===== src/rtl/rgb_level_pwm.sv =====
// rtl/rgb_level_pwm.sv - three-channel BCD level store with period-latched PWM drive
// The encoder steps the selected channel; the PWM shadows pick up new levels only at period ends.
module rgb_level_pwm #(
  parameter int         PRESCALE  = 1,
  parameter logic [7:0] LEVEL_MAX = 8'h99
) (
  input  logic       CLK,
  input  logic       RST,
  input  logic       inc,
  input  logic       dec,
  input  logic       sel,
  output logic [1:0] chan,
  output logic [7:0] level_r,
  output logic [7:0] level_g,
  output logic [7:0] level_b,
  output logic       pwm_r,
  output logic       pwm_g,
  output logic       pwm_b
);

  typedef enum logic [1:0] {
    CH_R = 2'b00,
    CH_G = 2'b01,
    CH_B = 2'b10
  } chan_t;

  localparam logic [15:0] PS_LAST = 16'(PRESCALE - 1);

  chan_t       state_q, state_d;
  logic [7:0]  cur_level;
  logic [7:0]  next_level;
  logic        step_up, step_dn;
  logic [15:0] ps_cnt_q;
  logic        tick;
  logic [7:0]  phase_q;
  logic [7:0]  shadow_r_q, shadow_g_q, shadow_b_q;

  function automatic logic [7:0] bcd_succ(input logic [7:0] v);
    logic [3:0] u;
    logic [3:0] t;
    u = v[3:0];
    t = v[7:4];
    if (u == 4'd9) begin
      u = 4'd0;
      t = (t == 4'd9) ? 4'd0 : t + 4'd1;
    end else begin
      u = u + 4'd1;
    end
    return {t, u};
  endfunction

  function automatic logic [7:0] bcd_pred(input logic [7:0] v);
    logic [3:0] u;
    logic [3:0] t;
    u = v[3:0];
    t = v[7:4];
    if (u == 4'd0) begin
      u = 4'd9;
      t = (t == 4'd0) ? 4'd9 : t - 4'd1;
    end else begin
      u = u - 4'd1;
    end
    return {t, u};
  endfunction

  // Channel selector: the unused code 2'b11 falls back to R.
  always_ff @(posedge CLK) begin
    if (RST) state_q <= CH_R;
    else     state_q <= state_d;
  end

  always_comb begin
    state_d = state_q;
    if (sel) begin
      case (state_q)
        CH_R:    state_d = CH_G;
        CH_G:    state_d = CH_B;
        CH_B:    state_d = CH_R;
        default: state_d = CH_R;
      endcase
    end
  end

  assign chan = state_q;

  // Step decision uses the channel active before the edge, so sel+inc steps the old channel.
  always_comb begin
    cur_level = 8'h00;
    case (state_q)
      CH_R:    cur_level = level_r;
      CH_G:    cur_level = level_g;
      CH_B:    cur_level = level_b;
      default: cur_level = 8'h00;
    endcase
    step_up    = inc && !dec && (cur_level < LEVEL_MAX);
    step_dn    = dec && !inc && (cur_level != 8'h00);
    next_level = step_up ? bcd_succ(cur_level) : bcd_pred(cur_level);
  end

  always_ff @(posedge CLK) begin
    if (RST) begin
      level_r <= 8'h00;
      level_g <= 8'h00;
      level_b <= 8'h00;
    end else if (step_up || step_dn) begin
      case (state_q)
        CH_R:    level_r <= next_level;
        CH_G:    level_g <= next_level;
        CH_B:    level_b <= next_level;
        default: ;
      endcase
    end
  end

  assign tick = (ps_cnt_q == PS_LAST);

  always_ff @(posedge CLK) begin
    if (RST)       ps_cnt_q <= 16'd0;
    else if (tick) ps_cnt_q <= 16'd0;
    else           ps_cnt_q <= ps_cnt_q + 16'd1;
  end

  // Phase runs 00..99 in BCD; the successor of 99 is 00.
  always_ff @(posedge CLK) begin
    if (RST)       phase_q <= 8'h00;
    else if (tick) phase_q <= bcd_succ(phase_q);
  end

  always_ff @(posedge CLK) begin
    if (RST) begin
      shadow_r_q <= 8'h00;
      shadow_g_q <= 8'h00;
      shadow_b_q <= 8'h00;
    end else if (tick && (phase_q == 8'h99)) begin
      shadow_r_q <= level_r;
      shadow_g_q <= level_g;
      shadow_b_q <= level_b;
    end
  end

  // BCD values order the same as plain unsigned bytes, so a binary compare suffices.
  always_ff @(posedge CLK) begin
    if (RST) begin
      pwm_r <= 1'b0;
      pwm_g <= 1'b0;
      pwm_b <= 1'b0;
    end else begin
      pwm_r <= (phase_q < shadow_r_q);
      pwm_g <= (phase_q < shadow_g_q);
      pwm_b <= (phase_q < shadow_b_q);
    end
  end

endmodule


===== config.mk =====
export PLATFORM = sky130hd
export DESIGN_NAME = rgb_level_pwm
export DESIGN_NICKNAME = d
export VERILOG_FILES = /design/src/rtl/rgb_level_pwm.sv
export SDC_FILE = /design/constraint.sdc
export NUM_CORES = 1
export LEC_CHECK = 0
export CAP_MARGIN = 20
export CORE_MARGIN = 10
export CORE_UTILIZATION = 49
export CTS_CLUSTER_DIAMETER = 50
export DETAILED_ROUTE_END_ITERATION = 16
export MAX_ROUTING_LAYER = met4
export PLACE_DENSITY_LB_ADDON = 0.15
export SKIP_CTS_REPAIR_TIMING = 1
export SLEW_MARGIN = 40
export SYNTH_ARGS = -nofsm -noshare
export SYNTH_HDL_FRONTEND = slang
export SYNTH_SLANG_ARGS = --single-unit

===== constraint.sdc =====
create_clock -name CLK -period 7.5 [get_ports CLK]
set_clock_uncertainty 0.05 [all_clocks]
set_input_delay 2.25 -clock CLK [delete_from_list [all_inputs] [get_ports CLK]]
set_output_delay 2.25 -clock CLK [all_outputs]
set_load 0.01 [all_outputs]

---- After elaboration in Yosys (flattened, before gate mapping) ----
Cells that the tools add are included.
Widths: inputs -> output; s select.
storage, ports and cells
  register bits ........................... 77
  output and inout port bits .............. 29
  input bits .............................. 5
  logic and storage cells ................. 60
operators by class
  reductions and logical operators ........ 18
  equality and inequality tests ........... 7
  mux-type cells .......................... 11
  order comparisons ....................... 4
  add/subtract/negate cells ............... 7
operators with widths
  kind                   count
  $mux 4                 8
  $lt 8x8->1             3
  $pmux 8 s3             1
  $add 16x1->16 const B  1
  $add 4x1->4 const B    4
  $eq 4x4->1 const B     4
  $logic_not 16->1       1
  $eq 8x8->1 const B     1
  $logic_not 4->1        2
  $lt 8x8->1 const B     1
  $mux 8                 1
  $reduce_and 2->1       4
  $reduce_bool 8->1      1
  $sub 4x1->4 const B    2
  $logic_and 1x1->1      5
  $pmux 2 s2             1
  $eq 2x1->1 const B     1
  $eq 2x2->1 const B     1
  $logic_not 1->1        2
  $logic_not 2->1        1
  $reduce_or 2->1        1
  $logic_or 1x1->1       1

---- Logic depth before layout (Yosys ltp) ----
Gate-level depths: netlist of run 1.
  depth in word-level cells ............... 6
  mapped depth ............................ 11
  mapped depth without buffers ............ 9

---- Worst setup path after synthesis of run 1 ----
Ideal clock, no wire load.
  path kind ............................... in2reg
  start ................................... input inc
  end ..................................... register level_b[6]
  arrival ................................. 3.813 ns
  setup time .............................. 0.065 ns
  setup slack ............................. 3.572 ns
  path buffers ............................ 1
  data required time ...................... 7.385 ns
  stages .................................. 8
  path through ............................ nor2b_1 > o211ai_1 > o22ai_2 > buf_2 > mux2_2 > a32oi_1 > mux2i_1 > nor2_1
on the way
  longest elaborated chain between the ends .. 5
  elaborated cells on any way between the ends .. 8
  classes of those cells .................. 1 x mux; 7 x reduce/logical
RTL lines
  item                               line  source
  start: declaration                 9     input logic inc,
  $logic_not 1->1                    96    step_dn = dec && !inc && (cur_level != 8'h00);
  $logic_and 1x1->1 (2 in a row)     96
  $logic_or 1x1->1                   105   end else if (step_up || step_dn) begin
  $reduce_and 2->1 (no source line)  -
  end signal: assignment             109   CH_B: level_b <= next_level;
  end: declaration                   15    output logic [7:0] level_b,
Several ways; a longest one is shown, not always the timed one.
A chain may end at the register's enable or synchronous reset.

---- Final worst setup path of run 1 ----
  start ................................... input inc
  end ..................................... register level_r[6]
on the way
  longest elaborated chain between the ends .. 5
  elaborated cells on any way between the ends .. 8
  classes of those cells .................. 1 x mux; 7 x reduce/logical
RTL lines
  item                               line  source
  $logic_not 1->1                    96
  $logic_and 1x1->1 (2 in a row)     96
  $logic_or 1x1->1                   105
  $reduce_and 2->1 (no source line)  -
  end signal: assignment             107   CH_R: level_r <= next_level;
  end: declaration                   13    output logic [7:0] level_r,
Several ways; a longest one is shown, not always the timed one.

==> results of run 1 <==
-- state kept, by name, summed over array words and instances, names as in the netlist --
register,flops
chan,2
level_b,8
level_g,8
level_r,8
phase_q,8
ps_cnt_q,16
pwm_b,1
pwm_g,1
pwm_r,1
shadow_b_q,8
shadow_g_q,8
shadow_r_q,8
-- critical path, delay by kind of cell --
| kind | cells | cell delay, ps |
|---|---|---|
| buffers and inverters | 1 | 490 |
| AND/OR/NAND/NOR | 2 | 350 |
| AO/OA/AOI/OAI | 4 | 1510 |
| multiplexers | 1 | 260 |
-- cells in the final DEF (no fill, tap or decap), types with 3 or more instances in the layout --
cell / count
o22ai_2: 3
nor3_1: 6
clkbuf_8: 10
nor2_1: 48
a211oi_1: 8
nor2b_1: 4
clkdlybuf4s50_1: 32
a311oi_1: 3
nand4_1: 4
nand2_1: 73
o22a_1: 3
o21ai_0: 11
inv_1: 31
o22ai_1: 4
dfxtp_1: 77
nor4_1: 3
mux2i_1: 21
or3_1: 5
xor2_1: 7
ha_1: 23
a31oi_1: 4
a21o_1: 16
nand2b_1: 9
nand3_1: 11
a21oi_1: 37
a211oi_2: 4
buf_4: 4
a211o_1: 4
xnor2_1: 9
nand4b_1: 3
and3_1: 3
-- power breakdown --
group	internal, mW	switching (mW)	total (mW)
Clock	0.162	0.153	0.314
Combinational	0.0981	0.125	0.223
Sequential	0.425	0.0211	0.446
Total	0.684	0.299	0.983
-- layer usage --
layer,vias to the layer above,share of wire (%),track usage (%)
met5,-,0,-
li1,1742,-,-
met2,54,47,23.3
met1,1594,49,19.5
met4,0,0.95,4.37
met3,9,2.7,2.52
-- path summary, 6_finish.rpt --
check	slack, ps	startpoint	depth (start not counted)	end
setup / recovery	2790	inc	8	level_r[6]
hold / removal	400	shadow_b_q[3]	2	shadow_b_q[3]
setup reg to reg	4180	chan[1]	8	level_r[6]
hold reg to reg	400	shadow_b_q[3]	2	shadow_b_q[3]
-- logic make-up after synthesis --
group / count (synthesis) / share of synthesized area (%)
compound gates: 112 / 20.2
simple gates: 183 / 20.4
buf+inv: 56 / 6.19
mux: 22 / 5.37
fa+ha+maj: 23 / 6.98
flops: 77 / 37.4
xor+xnor: 16 / 3.40
-- through the flow --
step	power, mW	worst slack, ps
detailed placement	0.677	2470
floorplan	0.611	3570
global route	1.02	2580
finish	0.983	2790
global placement	0.674	2540
CTS	0.990	2840
-- cell type report --
class | count | area (um^2) | area share [%]
flip-flops and latches | 77 | 1540 | 33.0
clock inverters | 5 | 58.8 | 1.26
clock buffers | 10 | 138 | 2.95
well taps | 105 | 131 | 2.81
multi-input cells | 356 | 2330 | 49.9
repair buffers | 37 | 355 | 7.61
inverters | 31 | 116 | 2.49
==> impl_metrics.env, run 1 <==
export IMPL_cp_arrival_ps=4870
export IMPL_core_um2=8220
export IMPL_cp_cell_sequence="clkdlybuf4s50_1 -> nor2b_1 -> o211ai_1 -> o22ai_2 -> o31ai_4 -> a211oi_4 -> mux2i_1 -> nor2_1"
export IMPL_nNetsFinal=540
export IMPL_netlist_top_cells_area="dfxtp_1 (37%), ha_1 (7.0%), nand2_1 (6.7%)"
export IMPL_pin_count=34
export IMPL_critPathSlowestCell="a211oi_4"
export IMPL_first_pass_iters=4
export IMPL_cts_tree="yes"
export IMPL_synth_edf_count=0
export IMPL_grt_pass1_vias=3106
export IMPL_yosysWarningCount=0
export IMPL_powerDensity_nw_per_um2=210
export IMPL_syn2layout_area_growth_pct=13.4
export IMPL_initial_core_util_pct=50.1
export IMPL_path_class="in2reg"
export IMPL_place_inst=606
export IMPL_vias=3399
export IMPL_synth_cell_types=55
export IMPL_critPathMaxFanout=13
export IMPL_status="finished clean"
export IMPL_period_share_pct=62.9
export IMPL_fp_dieH_um=112
export IMPL_ys_ff_latch=77
export IMPL_cts_max_level=3
export IMPL_final_cell_area_um2=4670
export IMPL_required_ps=7650
export IMPL_cts_sinks=77
export IMPL_drc=0
export IMPL_vias_per_cell=5.47
export IMPL_grtUsageTotal_pct=15.0
export IMPL_yosysSeqAreaShare_pct=37.4
export IMPL_fin_cells=621
export IMPL_antenna_found_initial=0
export IMPL_yosys_area_top_type="dfxtp_1"
export IMPL_worst_ir_drop_vdd_mv=0.0895
export IMPL_fmax_mhz=212
export IMPL_nFillCells=784
export IMPL_grt_pass1_wl_um=15600
export IMPL_hold_viol=0
export IMPL_fp_dieW_um=112
export IMPL_drive_gt1_share_pct=7.95
export IMPL_place_area_um2=4470
export IMPL_ys_async_sr_fraction_pct=0
export IMPL_finalWirelength_um=9340
export IMPL_ys_top_cells_by_count="dfxtp_1 (77), nand2_1 (73), nor2_1 (48), a21oi_1 (37), inv_1 (31)"
export IMPL_synth_cell_area_um2=4120
export IMPL_finalSetupViolCount=0
export IMPL_slew_headroom_pct=44.0
export IMPL_p_leak_nw=1.57
export IMPL_start_kind="primary input"
export IMPL_finalCriticalPeriod_ps=4710
export IMPL_yosysMostFrequentCell="dfxtp_1"
export IMPL_cap_viol_max_count=0
export IMPL_portBuffers=33
export IMPL_antenna_cells=0
export IMPL_syn_avg_cell_area_um2=8.43
export IMPL_slew_violations=0
export IMPL_insertion_delay_ps=340
export IMPL_gp_congestion=0.845
export IMPL_cts_clk_slew_worst_paths_ps=80
export IMPL_cts_buffers=9
export IMPL_grt_start_max_net_pins=62
export IMPL_antenna_left=0
export IMPL_max_slew_worst_pin_slew_ps=840
export IMPL_slowest_delay_ps=640
export IMPL_synth_nets=517
export IMPL_cts_buffer_depth=2
export IMPL_rsz0062_at_grt="no"
export IMPL_final_core_util_pct=56.8
export IMPL_synth_top_area_share_pct=37.4
export IMPL_overflow=0
export IMPL_cts_root_buffer="clkbuf_8"
export IMPL_wl_per_cell_um=15.0
export IMPL_fin_hold_ws_ps=404
export IMPL_die_area_um2=12500
export IMPL_tns_ps=0
export IMPL_endpoint_kind="register"
export IMPL_synthCells=489
export IMPL_first_iter_violations=189
export IMPL_hpwl_um=6690
export IMPL_hold_class="reg2reg"
export IMPL_ys_flop_type="dfxtp_1"
export IMPL_rows=33
Note: power is estimated with default switching activity, not from simulation.
==> inputs of run 2 (changes only) <==
clock period = 4 ns   (was 7.5 ns; I/O delays follow)
==> run 2 against run 1 <==
Net effect: hold slack worse by 3.3 ps; utilization is 0.30 points higher; final area is 0.54% higher; cell count is 1.1% higher; largest power group unchanged; sequential power is 88% higher; die area stayed put; count of clock-buffer cells in the layout is 1 higher; largest cell class unchanged; register-to-register slack worse by 3600 ps; first-iteration DRC count is 17% lower; non-clock buffer count is 6 higher; clock power is 68% higher.
==> impl_metrics.env, run 2 (synthesis gave the netlist of run 1 again) <==
export IMPL_fp_dieW_um=112
export IMPL_antenna_left=0
export IMPL_antenna_found_initial=0
export IMPL_endpoint_kind="register"
export IMPL_fp_dieH_um=112
export IMPL_initial_core_util_pct=50.1
export IMPL_required_ps=4220
export IMPL_max_slew_worst_pin_slew_ps=785
export IMPL_wl_per_cell_um=14.5
export IMPL_drive_gt1_share_pct=8.99
export IMPL_drc=0
export IMPL_insertion_delay_ps=340
export IMPL_hpwl_um=6790
export IMPL_fin_hold_ws_ps=400
export IMPL_core_um2=8220
export IMPL_final_common_cell="dfxtp_1"
export IMPL_vias_per_cell=5.44
export IMPL_timing_critical_path_from="chan[1]"
export IMPL_crit_path_end="level_b[4]"
export IMPL_worst_ir_drop_vdd_mv=0.162
export IMPL_portBuffers=33
export IMPL_period_share_pct=84.8
export IMPL_hold_viol=0
export IMPL_syn2layout_area_growth_pct=14.0
export IMPL_grt_pass1_vias=3250
export IMPL_finalWirelength_um=9120
export IMPL_gp_congestion=0.909
export IMPL_largest_register_ffs=16
export IMPL_nFillCells=754
export IMPL_hold_class="reg2reg"
export IMPL_slew_violations=0
export IMPL_mostFrequentLayoutCells="dfxtp_1 (77), nand2_1 (73), nor2_1 (48)"
export IMPL_finalSetupViolCount=0
export IMPL_grtUsageTotal_pct=15.0
export IMPL_cts_clk_slew_worst_paths_ps=90
export IMPL_fmax_mhz=295
export IMPL_path_class="reg2reg"
export IMPL_start_kind="register"
export IMPL_rows=33
export IMPL_cts_sinks=77
export IMPL_status="finished clean"
export IMPL_overflow=0
export IMPL_cts_tree="yes"
export IMPL_fin_cells=628
export IMPL_first_pass_iters=4
export IMPL_slew_headroom_pct=47.6
export IMPL_cp_arrival_ps=3610
export IMPL_r2r_setup_slack_ps=610
export IMPL_reg2reg_from="chan[1]"
export IMPL_nNetsFinal=546
export IMPL_reg2regPathDepth=9
export IMPL_total_power_mw=1.79
export IMPL_p_leak_nw=1.59
export IMPL_cts_root_buffer="clkbuf_8"
export IMPL_vias=3415
export IMPL_finalCriticalPeriod_ps=3390
export IMPL_grt_pass1_wl_um=15600
export IMPL_critPathMaxFanout=17
export IMPL_tns_ps=0
export IMPL_grt_start_max_net_pins=35
export IMPL_powerDensity_nw_per_um2=381
export IMPL_cts_buffer_depth=2
export IMPL_r2r_end="level_b[4]"
export IMPL_cts_buffers=9
export IMPL_cap_viol_max_count=0
export IMPL_place_inst=612
export IMPL_first_iter_violations=157
export IMPL_final_core_util_pct=57.1
export IMPL_antenna_cells=0
export IMPL_pin_count=34
export IMPL_rsz0062_at_grt="no"
export IMPL_regMostFlops="ps_cnt_q"
export IMPL_cts_max_level=3
export IMPL_die_area_um2=12500
run 2: changes by cell type in the layout (fill, tap and decap cells not counted), sizes merged:
cell and change:
buf +6, clkinv +2, clkinvlp -1, bufinv -1, clkbuf +1
run 2: worst max-delay path, stage by stage (launching register included):
cell and delay [ps]:
dfxtp_1 840, buf_4 290, nand3b_1 150, o21ai_0 200, nor4_1 690, a311o_1 440, a21oi_2 160, buf_4 200
nand2b_1 140, a21oi_1 160
run 2: how the worst min path moves through the flow:
stage,start,slack [ps],to,cells after the start
final,shadow_g_q[5],400,shadow_g_q[5],2
after global routing,shadow_b_q[2],430,shadow_b_q[2],2
after CTS,shadow_r_q[3],410,shadow_r_q[3],2
after detailed placement,shadow_r_q[3],400,shadow_r_q[3],2
after global placement,shadow_b_q[3],390,shadow_b_q[3],2
after floorplan,shadow_b_q[6],380,shadow_b_q[6],2
run 2: final cells by class:
class	instances	area [um^2]	share of cell area [%]
Clock buffer	11	141	3.01
Clock inverter	5	35.0	0.746
Inverter	31	116	2.48
Multi-Input combinational cell	356	2330	49.6
Sequential cell	77	1540	32.8
Tap cell	105	131	2.80
Timing Repair Buffer	43	400	8.53
run 2: report_power, final:
part	total (mW)	switching [mW]	internal, mW
sequential	0.839	0.0429	0.796
combinational	0.419	0.227	0.192
clock	0.529	0.285	0.244
run 2: routing by layer:
metal,track usage [%],share of wire [%],vias up,routed length [um]
met5,-,0,-,0
met2,24.4,49,67,4450
met3,3.01,3.3,12,299
li1,-,-,1757,-
met4,5.66,1.4,0,131
met1,18.0,46,1579,4230
run 2: stage by stage:
stage,worst slack (ps),instance area [um^2]
after global placement,503,4520
final,610,4700
after floorplan,1120,4120
after detailed placement,474,4520
after CTS,596,4690
after global routing,349,4700
==> inputs of run 3 (changes only) <==
clock period = 3.55 ns   (was 4 ns; I/O delays follow)
==> run 3 against run 2 <==
Net effect: hold slack improved by 0.52 ps; final area increased by 1.5%; count of clock-buffer cells in the layout down 1; routed wire length up 1.4%; combinational power is 16% higher; utilization rose by 0.85 points; maximum frequency is 12% higher; clock power rose by 38%; critical endpoint is now level_r[6]; highest routed layer unchanged.
==> impl_metrics.env, run 3 (synthesis gave the netlist of run 1 again) <==
export IMPL_die_area_um2=12500
export IMPL_largest_register_ffs=16
export IMPL_syn2layout_area_growth_pct=15.7
export IMPL_regMostFlops="ps_cnt_q"
export IMPL_cts_buffers=9
export IMPL_overflow=0
export IMPL_grt_pass1_vias=3174
export IMPL_antenna_cells=0
export IMPL_drive_gt1_share_pct=9.70
export IMPL_tns_ps=0
export IMPL_cap_viol_max_count=0
export IMPL_grt_pass1_wl_um=15800
export IMPL_cts_root_buffer="clkbuf_8"
export IMPL_drc=0
export IMPL_timing_critical_path_from="chan[1]"
export IMPL_cp_cell_sequence="mux2i_1 -> o22ai_1 -> nor4_1 -> buf_4 -> a311o_1 -> a211oi_4 -> buf_4 -> mux2i_1 -> nor2_1"
export IMPL_vias=3408
export IMPL_cts_tree="yes"
export IMPL_gp_congestion=0.838
export IMPL_path_class="reg2reg"
export IMPL_drt_met1_wl_um=4360
export IMPL_insertion_delay_ps=350
export IMPL_final_common_cell="dfxtp_1"
export IMPL_rsz0062_at_grt="no"
export IMPL_cts_clk_slew_worst_paths_ps=80
export IMPL_place_ws_ps=241
export IMPL_critPathSlowestCell="o22ai_1"
export IMPL_cts_buffer_depth=2
export IMPL_cp_arrival_ps=3190
export IMPL_mostFrequentLayoutCells="dfxtp_1 (77), nand2_1 (73), nor2_1 (48)"
export IMPL_antenna_left=0
export IMPL_slew_headroom_pct=48.3
export IMPL_slowest_delay_ps=620
export IMPL_core_um2=8220
export IMPL_critPathMaxFanout=13
export IMPL_finalWirelength_um=9250
export IMPL_fp_dieH_um=112
export IMPL_nNetsFinal=549
export IMPL_setup_ws_ps=534
export IMPL_rows=33
export IMPL_grt_start_max_net_pins=45
export IMPL_period_share_pct=85.0
export IMPL_fmax_mhz=332
export IMPL_wl_met2_um=4550
export IMPL_first_iter_violations=192
export IMPL_initial_core_util_pct=50.1
export IMPL_nFillCells=765
export IMPL_critical_path_buf_inv_count=2
export IMPL_pin_count=34
export IMPL_status="finished clean"
export IMPL_final_core_util_pct=58.0
export IMPL_vias_per_cell=5.40
export IMPL_crit_family="compound AO/OA/AOI/OAI gates"
export IMPL_grtUsageTotal_pct=15.3
export IMPL_required_ps=3730
export IMPL_route_met3_wl_um=220
export IMPL_worst_ir_drop_vdd_mv=0.195
export IMPL_powerDensity_nw_per_um2=453
export IMPL_first_pass_iters=5
export IMPL_wl_per_cell_um=14.7
export IMPL_fp_dieW_um=112
export IMPL_hpwl_um=6840
export IMPL_hold_class="reg2reg"
export IMPL_cts_sinks=77
export IMPL_reg2reg_from="chan[1]"
export IMPL_start_kind="register"
export IMPL_hold_viol=0
export IMPL_place_inst=615
export IMPL_antenna_found_initial=0
export IMPL_max_slew_worst_pin_slew_ps=776
export IMPL_portBuffers=33
export IMPL_p_leak_nw=1.63
export IMPL_finalSetupViolCount=0
export IMPL_min_from="shadow_g_q[4]"
export IMPL_highest_layer="met4"
export IMPL_endpoint_kind="register"
export IMPL_slew_violations=0
export IMPL_fin_cells=631
export IMPL_cts_max_level=3
export IMPL_finalCriticalPeriod_ps=3020
## run 3: changes by cell type in the layout (fill, tap and decap cells not counted), sizes merged
cell / delta
inv: -1
bufinv: +2
buf: +3
clkbuf: -1
## run 3: power breakdown
group / total, mW / internal [mW] / leakage (nW) / switching [mW]
combinational: 0.484 / 0.226 / 0.893 / 0.258
clock: 0.732 / 0.413 / 0.112 / 0.318
sequential: 0.945 / 0.897 / 0.623 / 0.0475
total: 2.16 / 1.54 / 1.63 / 0.624
## run 3: path summary, 6_finish.rpt
check / to / slack, ps / cells after the start
worst max register to register: level_r[6] / 530 / 9
worst min register to register: shadow_g_q[4] / 400 / 2
worst max-delay path: level_r[6] / 530 / 9
worst min-delay path: shadow_g_q[4] / 400 / 2
## run 3: layout make-up
type / instances / area, um^2 / area share (%)
clock inverter: 6 / 86.3 / 1.81
multi-input combinational: 356 / 2330 / 48.9
inverter: 31 / 116 / 2.44
tap: 105 / 131 / 2.76
clock buffer: 10 / 138 / 2.89
sequential: 77 / 1540 / 32.3
timing repair buffer: 46 / 423 / 8.87
## run 3: per-layer routing
| metal | vias up | global-route usage (%) |
|---|---|---|
| met4 | 0 | 5.14 |
| met3 | 10 | 3.11 |
| li1 | 1769 | - |
| met1 | 1589 | 18.3 |
| met5 | - | - |
| met2 | 40 | 25.1 |
## run 3: worst register-to-register path: stages, from the launching register on
cell,delay (ps)
dfxtp_1,610
mux2i_1,140
o22ai_1,620
nor4_1,130
buf_4,190
a311o_1,400
a211oi_4,230
buf_4,240
mux2i_1,230
nor2_1,50
## run 3: per-stage QoR
stage / instance area, um^2 / power (mW) / hold slack [ps]
floorplan: 4120 / 1.29 / 382
global placement: 4540 / 1.44 / 388
detailed placement: 4540 / 1.45 / 395
CTS: 4760 / 2.18 / 405
global route: 4770 / 2.26 / 422
finish: 4770 / 2.16 / 401
